## src/rtl/pipe_hazard_ctrl_if.sv

```systemverilog
// ID-stage hazard request bundle and hazard-control response.
// master: pipeline/decoder side, slave: pipe_hazard_ctrl.
interface pipe_hazard_ctrl_if #(
    parameter int CNT_W = 16
);
    logic             id_valid_i;
    logic [4:0]       id_rs1_i;
    logic [4:0]       id_rs2_i;
    logic             id_rs1_used_i;
    logic             id_rs2_used_i;
    logic [4:0]       id_wR_i;
    logic             id_rf_we_i;
    logic             id_is_load_i;
    logic             ex_br_taken_i;
    logic             cnt_clr_i;
    logic             pc_stall_o;
    logic             if_id_stall_o;
    logic             if_id_flush_o;
    logic             id_ex_flush_o;
    logic [1:0]       fwd_a_sel_o;
    logic [1:0]       fwd_b_sel_o;
    logic [CNT_W-1:0] stall_cnt_o;
    logic [CNT_W-1:0] flush_cnt_o;

    modport master (
        output id_valid_i, id_rs1_i, id_rs2_i,
        output id_rs1_used_i, id_rs2_used_i,
        output id_wR_i, id_rf_we_i, id_is_load_i,
        output ex_br_taken_i, cnt_clr_i,
        input  pc_stall_o, if_id_stall_o,
        input  if_id_flush_o, id_ex_flush_o,
        input  fwd_a_sel_o, fwd_b_sel_o,
        input  stall_cnt_o, flush_cnt_o
    );

    modport slave (
        input  id_valid_i, id_rs1_i, id_rs2_i,
        input  id_rs1_used_i, id_rs2_used_i,
        input  id_wR_i, id_rf_we_i, id_is_load_i,
        input  ex_br_taken_i, cnt_clr_i,
        output pc_stall_o, if_id_stall_o,
        output if_id_flush_o, id_ex_flush_o,
        output fwd_a_sel_o, fwd_b_sel_o,
        output stall_cnt_o, flush_cnt_o
    );
endinterface

```

## src/rtl/pipe_hazard_ctrl.sv

```systemverilog
// ID/EX hazard controller: EX/MEM/WB scoreboard, stall/flush, fwd selects.
// PIPE_HAZARD_FWD_EN: enable forwarding (else stall on any RAW).
module pipe_hazard_ctrl #(
    parameter int CNT_W = 16
) (
    input logic               clk_i,
    input logic               rst_n_i,
    pipe_hazard_ctrl_if.slave hz
);
    typedef struct packed {
        logic       v;
        logic [4:0] rd;
        logic       we;
        logic       ld;
    } sb_t;

    sb_t ex_q, mem_q, wb_q, ex_d;
    logic ex_a, ex_b, mem_a, mem_b, wb_a, wb_b;
    logic raw, stall, br, flush_ex;
    logic [CNT_W-1:0] stall_cnt_q, flush_cnt_q;
    logic sb_unused;

    function automatic logic hit(
        sb_t        e,
        logic [4:0] rs,
        logic       used,
        logic       idv
    );
        return idv && used && e.v && e.we &&
               (e.rd != 5'd0) && (e.rd == rs);
    endfunction

    assign ex_a  = hit(ex_q, hz.id_rs1_i,
                       hz.id_rs1_used_i, hz.id_valid_i);
    assign ex_b  = hit(ex_q, hz.id_rs2_i,
                       hz.id_rs2_used_i, hz.id_valid_i);
    assign mem_a = hit(mem_q, hz.id_rs1_i,
                       hz.id_rs1_used_i, hz.id_valid_i);
    assign mem_b = hit(mem_q, hz.id_rs2_i,
                       hz.id_rs2_used_i, hz.id_valid_i);
    assign wb_a  = hit(wb_q, hz.id_rs1_i,
                       hz.id_rs1_used_i, hz.id_valid_i);
    assign wb_b  = hit(wb_q, hz.id_rs2_i,
                       hz.id_rs2_used_i, hz.id_valid_i);

`ifdef PIPE_HAZARD_FWD_EN
    function automatic logic [1:0] pick(
        logic e,
        logic m,
        logic w
    );
        if (e)      return 2'b01;
        else if (m) return 2'b10;
        else if (w) return 2'b11;
        else        return 2'b00;
    endfunction

    // a load in EX has no data yet, so it can only be resolved by stalling
    assign raw = (ex_a || ex_b) && ex_q.ld;
    assign hz.fwd_a_sel_o = pick(ex_a && !ex_q.ld, mem_a, wb_a);
    assign hz.fwd_b_sel_o = pick(ex_b && !ex_q.ld, mem_b, wb_b);
`else
    // regfile has no write-through, so wait until the writer leaves WB
    assign raw = ex_a || ex_b || mem_a || mem_b || wb_a || wb_b;
    assign hz.fwd_a_sel_o = 2'b00;
    assign hz.fwd_b_sel_o = 2'b00;
`endif

    assign br       = hz.ex_br_taken_i && rst_n_i;
    assign stall    = raw && !br;
    assign flush_ex = stall || br;

    assign hz.pc_stall_o    = stall;
    assign hz.if_id_stall_o = stall;
    assign hz.if_id_flush_o = br;
    assign hz.id_ex_flush_o = flush_ex;
    assign hz.stall_cnt_o   = stall_cnt_q;
    assign hz.flush_cnt_o   = flush_cnt_q;

    assign ex_d = flush_ex ? '0 : {hz.id_valid_i, hz.id_wR_i,
                                   hz.id_rf_we_i, hz.id_is_load_i};
    assign sb_unused = wb_q.ld;

    always_ff @(posedge clk_i or negedge rst_n_i) begin
        if (!rst_n_i) begin
            ex_q  <= '0;
            mem_q <= '0;
            wb_q  <= '0;
        end else begin
            ex_q  <= ex_d;
            mem_q <= ex_q;
            wb_q  <= mem_q;
        end
    end

    always_ff @(posedge clk_i or negedge rst_n_i) begin
        if (!rst_n_i) begin
            stall_cnt_q <= '0;
            flush_cnt_q <= '0;
        end else if (hz.cnt_clr_i) begin
            stall_cnt_q <= '0;
            flush_cnt_q <= '0;
        end else begin
            if (stall && (stall_cnt_q != '1))
                stall_cnt_q <= stall_cnt_q + CNT_W'(1);
            if (br && (flush_cnt_q != '1))
                flush_cnt_q <= flush_cnt_q + CNT_W'(1);
        end
    end
endmodule

```

## src/flat_wrapper.sv

```systemverilog
// flat-port wrapper written by rule: the top's interface ports become plain ports
module pipe_hazard_ctrl_flat 
#(
    parameter int CNT_W = 16
)
  (clk_i, rst_n_i, hz_id_valid_i, hz_id_rs1_i, hz_id_rs2_i, hz_id_rs1_used_i, hz_id_rs2_used_i, hz_id_wR_i, hz_id_rf_we_i, hz_id_is_load_i, hz_ex_br_taken_i, hz_cnt_clr_i, hz_pc_stall_o, hz_if_id_stall_o, hz_if_id_flush_o, hz_id_ex_flush_o, hz_fwd_a_sel_o, hz_fwd_b_sel_o, hz_stall_cnt_o, hz_flush_cnt_o);
  pipe_hazard_ctrl_if #(.CNT_W(CNT_W)) hz_i ();
  input logic clk_i;
  input logic rst_n_i;
  input wire logic [$bits(hz_i.id_valid_i)-1:0] hz_id_valid_i;
  input wire logic [$bits(hz_i.id_rs1_i)-1:0] hz_id_rs1_i;
  input wire logic [$bits(hz_i.id_rs2_i)-1:0] hz_id_rs2_i;
  input wire logic [$bits(hz_i.id_rs1_used_i)-1:0] hz_id_rs1_used_i;
  input wire logic [$bits(hz_i.id_rs2_used_i)-1:0] hz_id_rs2_used_i;
  input wire logic [$bits(hz_i.id_wR_i)-1:0] hz_id_wR_i;
  input wire logic [$bits(hz_i.id_rf_we_i)-1:0] hz_id_rf_we_i;
  input wire logic [$bits(hz_i.id_is_load_i)-1:0] hz_id_is_load_i;
  input wire logic [$bits(hz_i.ex_br_taken_i)-1:0] hz_ex_br_taken_i;
  input wire logic [$bits(hz_i.cnt_clr_i)-1:0] hz_cnt_clr_i;
  output wire logic [$bits(hz_i.pc_stall_o)-1:0] hz_pc_stall_o;
  output wire logic [$bits(hz_i.if_id_stall_o)-1:0] hz_if_id_stall_o;
  output wire logic [$bits(hz_i.if_id_flush_o)-1:0] hz_if_id_flush_o;
  output wire logic [$bits(hz_i.id_ex_flush_o)-1:0] hz_id_ex_flush_o;
  output wire logic [$bits(hz_i.fwd_a_sel_o)-1:0] hz_fwd_a_sel_o;
  output wire logic [$bits(hz_i.fwd_b_sel_o)-1:0] hz_fwd_b_sel_o;
  output wire logic [$bits(hz_i.stall_cnt_o)-1:0] hz_stall_cnt_o;
  output wire logic [$bits(hz_i.flush_cnt_o)-1:0] hz_flush_cnt_o;
  assign hz_i.id_valid_i = hz_id_valid_i;
  assign hz_i.id_rs1_i = hz_id_rs1_i;
  assign hz_i.id_rs2_i = hz_id_rs2_i;
  assign hz_i.id_rs1_used_i = hz_id_rs1_used_i;
  assign hz_i.id_rs2_used_i = hz_id_rs2_used_i;
  assign hz_i.id_wR_i = hz_id_wR_i;
  assign hz_i.id_rf_we_i = hz_id_rf_we_i;
  assign hz_i.id_is_load_i = hz_id_is_load_i;
  assign hz_i.ex_br_taken_i = hz_ex_br_taken_i;
  assign hz_i.cnt_clr_i = hz_cnt_clr_i;
  assign hz_pc_stall_o = hz_i.pc_stall_o;
  assign hz_if_id_stall_o = hz_i.if_id_stall_o;
  assign hz_if_id_flush_o = hz_i.if_id_flush_o;
  assign hz_id_ex_flush_o = hz_i.id_ex_flush_o;
  assign hz_fwd_a_sel_o = hz_i.fwd_a_sel_o;
  assign hz_fwd_b_sel_o = hz_i.fwd_b_sel_o;
  assign hz_stall_cnt_o = hz_i.stall_cnt_o;
  assign hz_flush_cnt_o = hz_i.flush_cnt_o;
  pipe_hazard_ctrl #(.CNT_W(CNT_W)) u_core (.clk_i(clk_i), .rst_n_i(rst_n_i), .hz(hz_i));
endmodule
```

## config.mk

```make
export PLATFORM = sky130hd
export DESIGN_NAME = pipe_hazard_ctrl_flat
export DESIGN_NICKNAME = d
export VERILOG_FILES = /design/src/rtl/pipe_hazard_ctrl_if.sv /design/src/rtl/pipe_hazard_ctrl.sv /design/src/flat_wrapper.sv
export SDC_FILE = /design/constraint.sdc
export NUM_CORES = 1
export LEC_CHECK = 0
export ABC_AREA = 1
export CAP_MARGIN = 20
export CORE_MARGIN = 4
export CORE_UTILIZATION = 47
export CTS_CLUSTER_SIZE = 28
export DETAILED_ROUTE_END_ITERATION = 16
export GPL_ROUTABILITY_DRIVEN = 0
export PLACE_DENSITY = 0.77
export SLEW_MARGIN = 20
export SYNTH_ARGS = -nofsm -noshare
export SYNTH_HDL_FRONTEND = slang
export SYNTH_SLANG_ARGS = --single-unit
```

## constraint.sdc

```tcl
create_clock -name clk_i -period 1.7 [get_ports clk_i]
set_input_delay 0.17 -clock clk_i [delete_from_list [all_inputs] [get_ports clk_i]]
set_output_delay 0.17 -clock clk_i [all_outputs]
set_load 0.03 [all_outputs]
```

==> flow_metrics.env <==
export IMPL_synth_xor_area_share_pct=2.18
export IMPL_wl_per_cell_um=13.6
export IMPL_synthDistinctLibCells=31
export IMPL_grt_max_degree=54
export IMPL_syn_area_um2=3210
export IMPL_fin_nets=615
export IMPL_worstPathMaxFanout=5
export IMPL_relSlewSlack_pct=54.7
export IMPL_fin_crit_sh_pct=112
export IMPL_postSynthAreaPerCell_um2=6.68
export IMPL_synth_flop_cell="dfrtp_1"
export IMPL_synthSimpleGateAreaFrac_pct=41.7
export IMPL_synth_edff_count=0
export IMPL_synth_cells=481
export IMPL_power_uw=2840
export IMPL_fp_dieW_um=90.7
export IMPL_clkLatencyLatePin_ns=0.31
export IMPL_detail_route_vias_per_cell=5.05
export IMPL_status="finished, violations left"
export IMPL_wl_um=9090
export IMPL_final_cell_mix="nand2_1, nor2_1, inv_1"
export IMPL_synthArstFlopShare_pct=100
export IMPL_grt_pass1_wl_um=14800
export IMPL_dieArea_um2=8230
export IMPL_dpl_cell_count=649
export IMPL_cts_inserted_buffers=5
export IMPL_holdBufCountCts=0
export IMPL_ant_nets=0
export IMPL_clk_pin_slew_ns=0.09
export IMPL_portBuffers=58
export IMPL_hold_viol=0
export IMPL_num_rows=29
export IMPL_ys_seq_elements=53
export IMPL_cts_root_buf="clkbuf_8"
export IMPL_drc=0
export IMPL_yosys_warnings=0
export IMPL_fin_util_pct=71.5
export IMPL_finalSetupTns_ns=-2.70
export IMPL_fillerInstances=503
export IMPL_initial_utilization_pct=49.5
export IMPL_fin_skew_ns=0.0128
export IMPL_via_count=3370
export IMPL_end_kind="output port"
export IMPL_gr_total_overflow=0
export IMPL_critical_path_arrival_ns=1.73
export IMPL_antenna_found_initial=0
export IMPL_setup_slack_ns=-0.202
export IMPL_drive_gt1_share_pct=22.2
export IMPL_clockBufferDepth=2
export IMPL_coreArea_um2=6490
export IMPL_synth_compound_area_share_pct=3.89
export IMPL_ir_worst_vdd_uv=429
export IMPL_final_common_cell="nand2_1"
export IMPL_rsz0062_at_grt="true"
export IMPL_antenna_cells=0
export IMPL_h_tree_depth=2
export IMPL_worstMarginPinSlew_ns=0.679
export IMPL_ys_seq_area_share_pct=41.3
export IMPL_final_setup_viol_count=19
export IMPL_dieHeight_um=90.7
export IMPL_yosys_area_share_adder_pct=0.779
export IMPL_critical_path_required_ns=1.53
export IMPL_syn_to_final_growth_pct=44.5
export IMPL_clock_sinks=53
export IMPL_grt_usage_pct=21.6
export IMPL_leakagePower_uw=0.00254
export IMPL_power_density_nw_per_um2=613
export IMPL_worstSetupStartpointType="register"
export IMPL_dp_hpwl_um=6200
export IMPL_drt_pass1_iterations=5
export IMPL_synth_top_family_by_area="simple AND/OR/NAND/NOR gates"
export IMPL_final_cell_count_no_fill=667
export IMPL_min_path_type="input pin to async pin"
export IMPL_muxShareOfSynthArea_pct=0
export IMPL_period_needed_ns=1.90
export IMPL_drtIter0Drc=158
export IMPL_grt_pass1_vias=3175
export IMPL_dpl_worst_slack_ns=-0.328
export IMPL_cts_tree="built"
export IMPL_slew_viol_final=0
export IMPL_fmax_mhz=526
export IMPL_violations="negative setup slack"
export IMPL_crit_type="register to output port"
export IMPL_cap_violations=0
export IMPL_pin_count=64
-- cell families after synthesis --
| logic type | count (synthesis) |
|---|---|
| simple gates | 318 |
| compound gates | 23 |
| buf+inv | 76 |
| flops | 53 |
| xor+xnor | 8 |
| fa+ha+maj | 2 |
| other cells | 1 |
-- cell usage after synthesis, drive strengths merged (3+ instances only) --
library cell / instances / area, um^2
xor2: 5 / 43.8
dfrtp: 53 / 1330
nor3: 6 / 35.0
buf: 10 / 77.6
xnor2: 3 / 26.3
nand4: 5 / 37.5
clkbuf: 3 / 11.3
a21oi: 7 / 35.0
nor3b: 5 / 37.5
o21bai: 3 / 22.5
o21ai: 11 / 55.1
inv: 63 / 236
nor2: 78 / 298
nand3: 39 / 213
nand2: 183 / 704
-- report_power, final --
part / internal [uW] / leakage [uW] / switching (uW)
Sequential: 1310 / 0.000685 / 52.8
Clock: 585 / 0.0000681 / 414
Combinational: 197 / 0.00179 / 287
-- cell type report --
cell class,instances,area [um^2],share of cell area [%]
Multi-Input combinational cell,356,1800,38.8
Tap cell,77,96.3,2.07
Inverter,63,244,5.25
Timing Repair Buffer,110,1030,22.1
Clock buffer,5,68.8,1.48
Clock inverter,3,65.1,1.40
Sequential cell,53,1340,28.9
-- state kept, by name, summed over array words and instances, names as in the netlist --
| name | count |
|---|---|
| u_core.hz.flush_cnt_o | 16 |
| u_core.hz.stall_cnt_o | 16 |
| u_core.wb_q | 7 |
| u_core.mem_q | 7 |
| u_core.ex_q | 7 |
-- per-stage QoR --
stage | cell area [um^2] | hold slack (ns)
final | 4640 | 0.00586
after global routing | 4640 | 0.0563
after CTS | 4390 | 0.0477
after detailed placement | 4180 | 0.360
after global placement | 4180 | 0.355
after floorplan | 3270 | -0.126
-- critical path, cell delays in order, from the launching register on --
cell and delay, ns:
dfrtp_1 0.44, inv_1 0.08, nand2_1 0.06, nand2_1 0.06
nor2_2 0.12, nand2_1 0.06, nor2_1 0.11, nor2_1 0.06
nand3_2 0.12, inv_4 0.07, nor2_4 0.11, buf_6 0.14
-- layer usage --
metal / vias to the layer above / global-route usage (%) / wire [um]
li1: 1686 / - / -
met1: 1559 / 29.1 / 3980
met2: 116 / 36.1 / 4510
met3: 9 / 4.17 / 549
met4: 0 / 4.34 / 58
met5: - / 0 / 0
-- timing repair --
| item | CTS | global route |
|---|---|---|
| cloned | 0 | 1 |
| pin swaps | 3 | 16 |
| gates resized for setup | 19 | 61 |
| setup buffers | 3 | 7 |
| setup endpoints to repair | 34 | 48 |
-- worst paths after layout --
check / startpoint / endpoint / slack [ns] / cells after the start
worst max-delay path: u_core.mem_q[3] / hz_pc_stall_o / -0.20 / 11
min in group clk_i: hz_id_wR_i[2] / u_core.ex_q[4] / 0.36 / 3
max in group asynchronous: rst_n_i / u_core.hz.flush_cnt_o[8] / 1.19 / 2
worst min-delay path: rst_n_i / u_core.hz.flush_cnt_o[12] / 0.006 / 2
worst min register to register: u_core.mem_q[1] / u_core.wb_q[1] / 0.38 / 0
worst max register to register: u_core.mem_q[3] / u_core.hz.stall_cnt_o[1] / -0.15 / 13
Note: power is estimated with default switching activity, not from simulation.
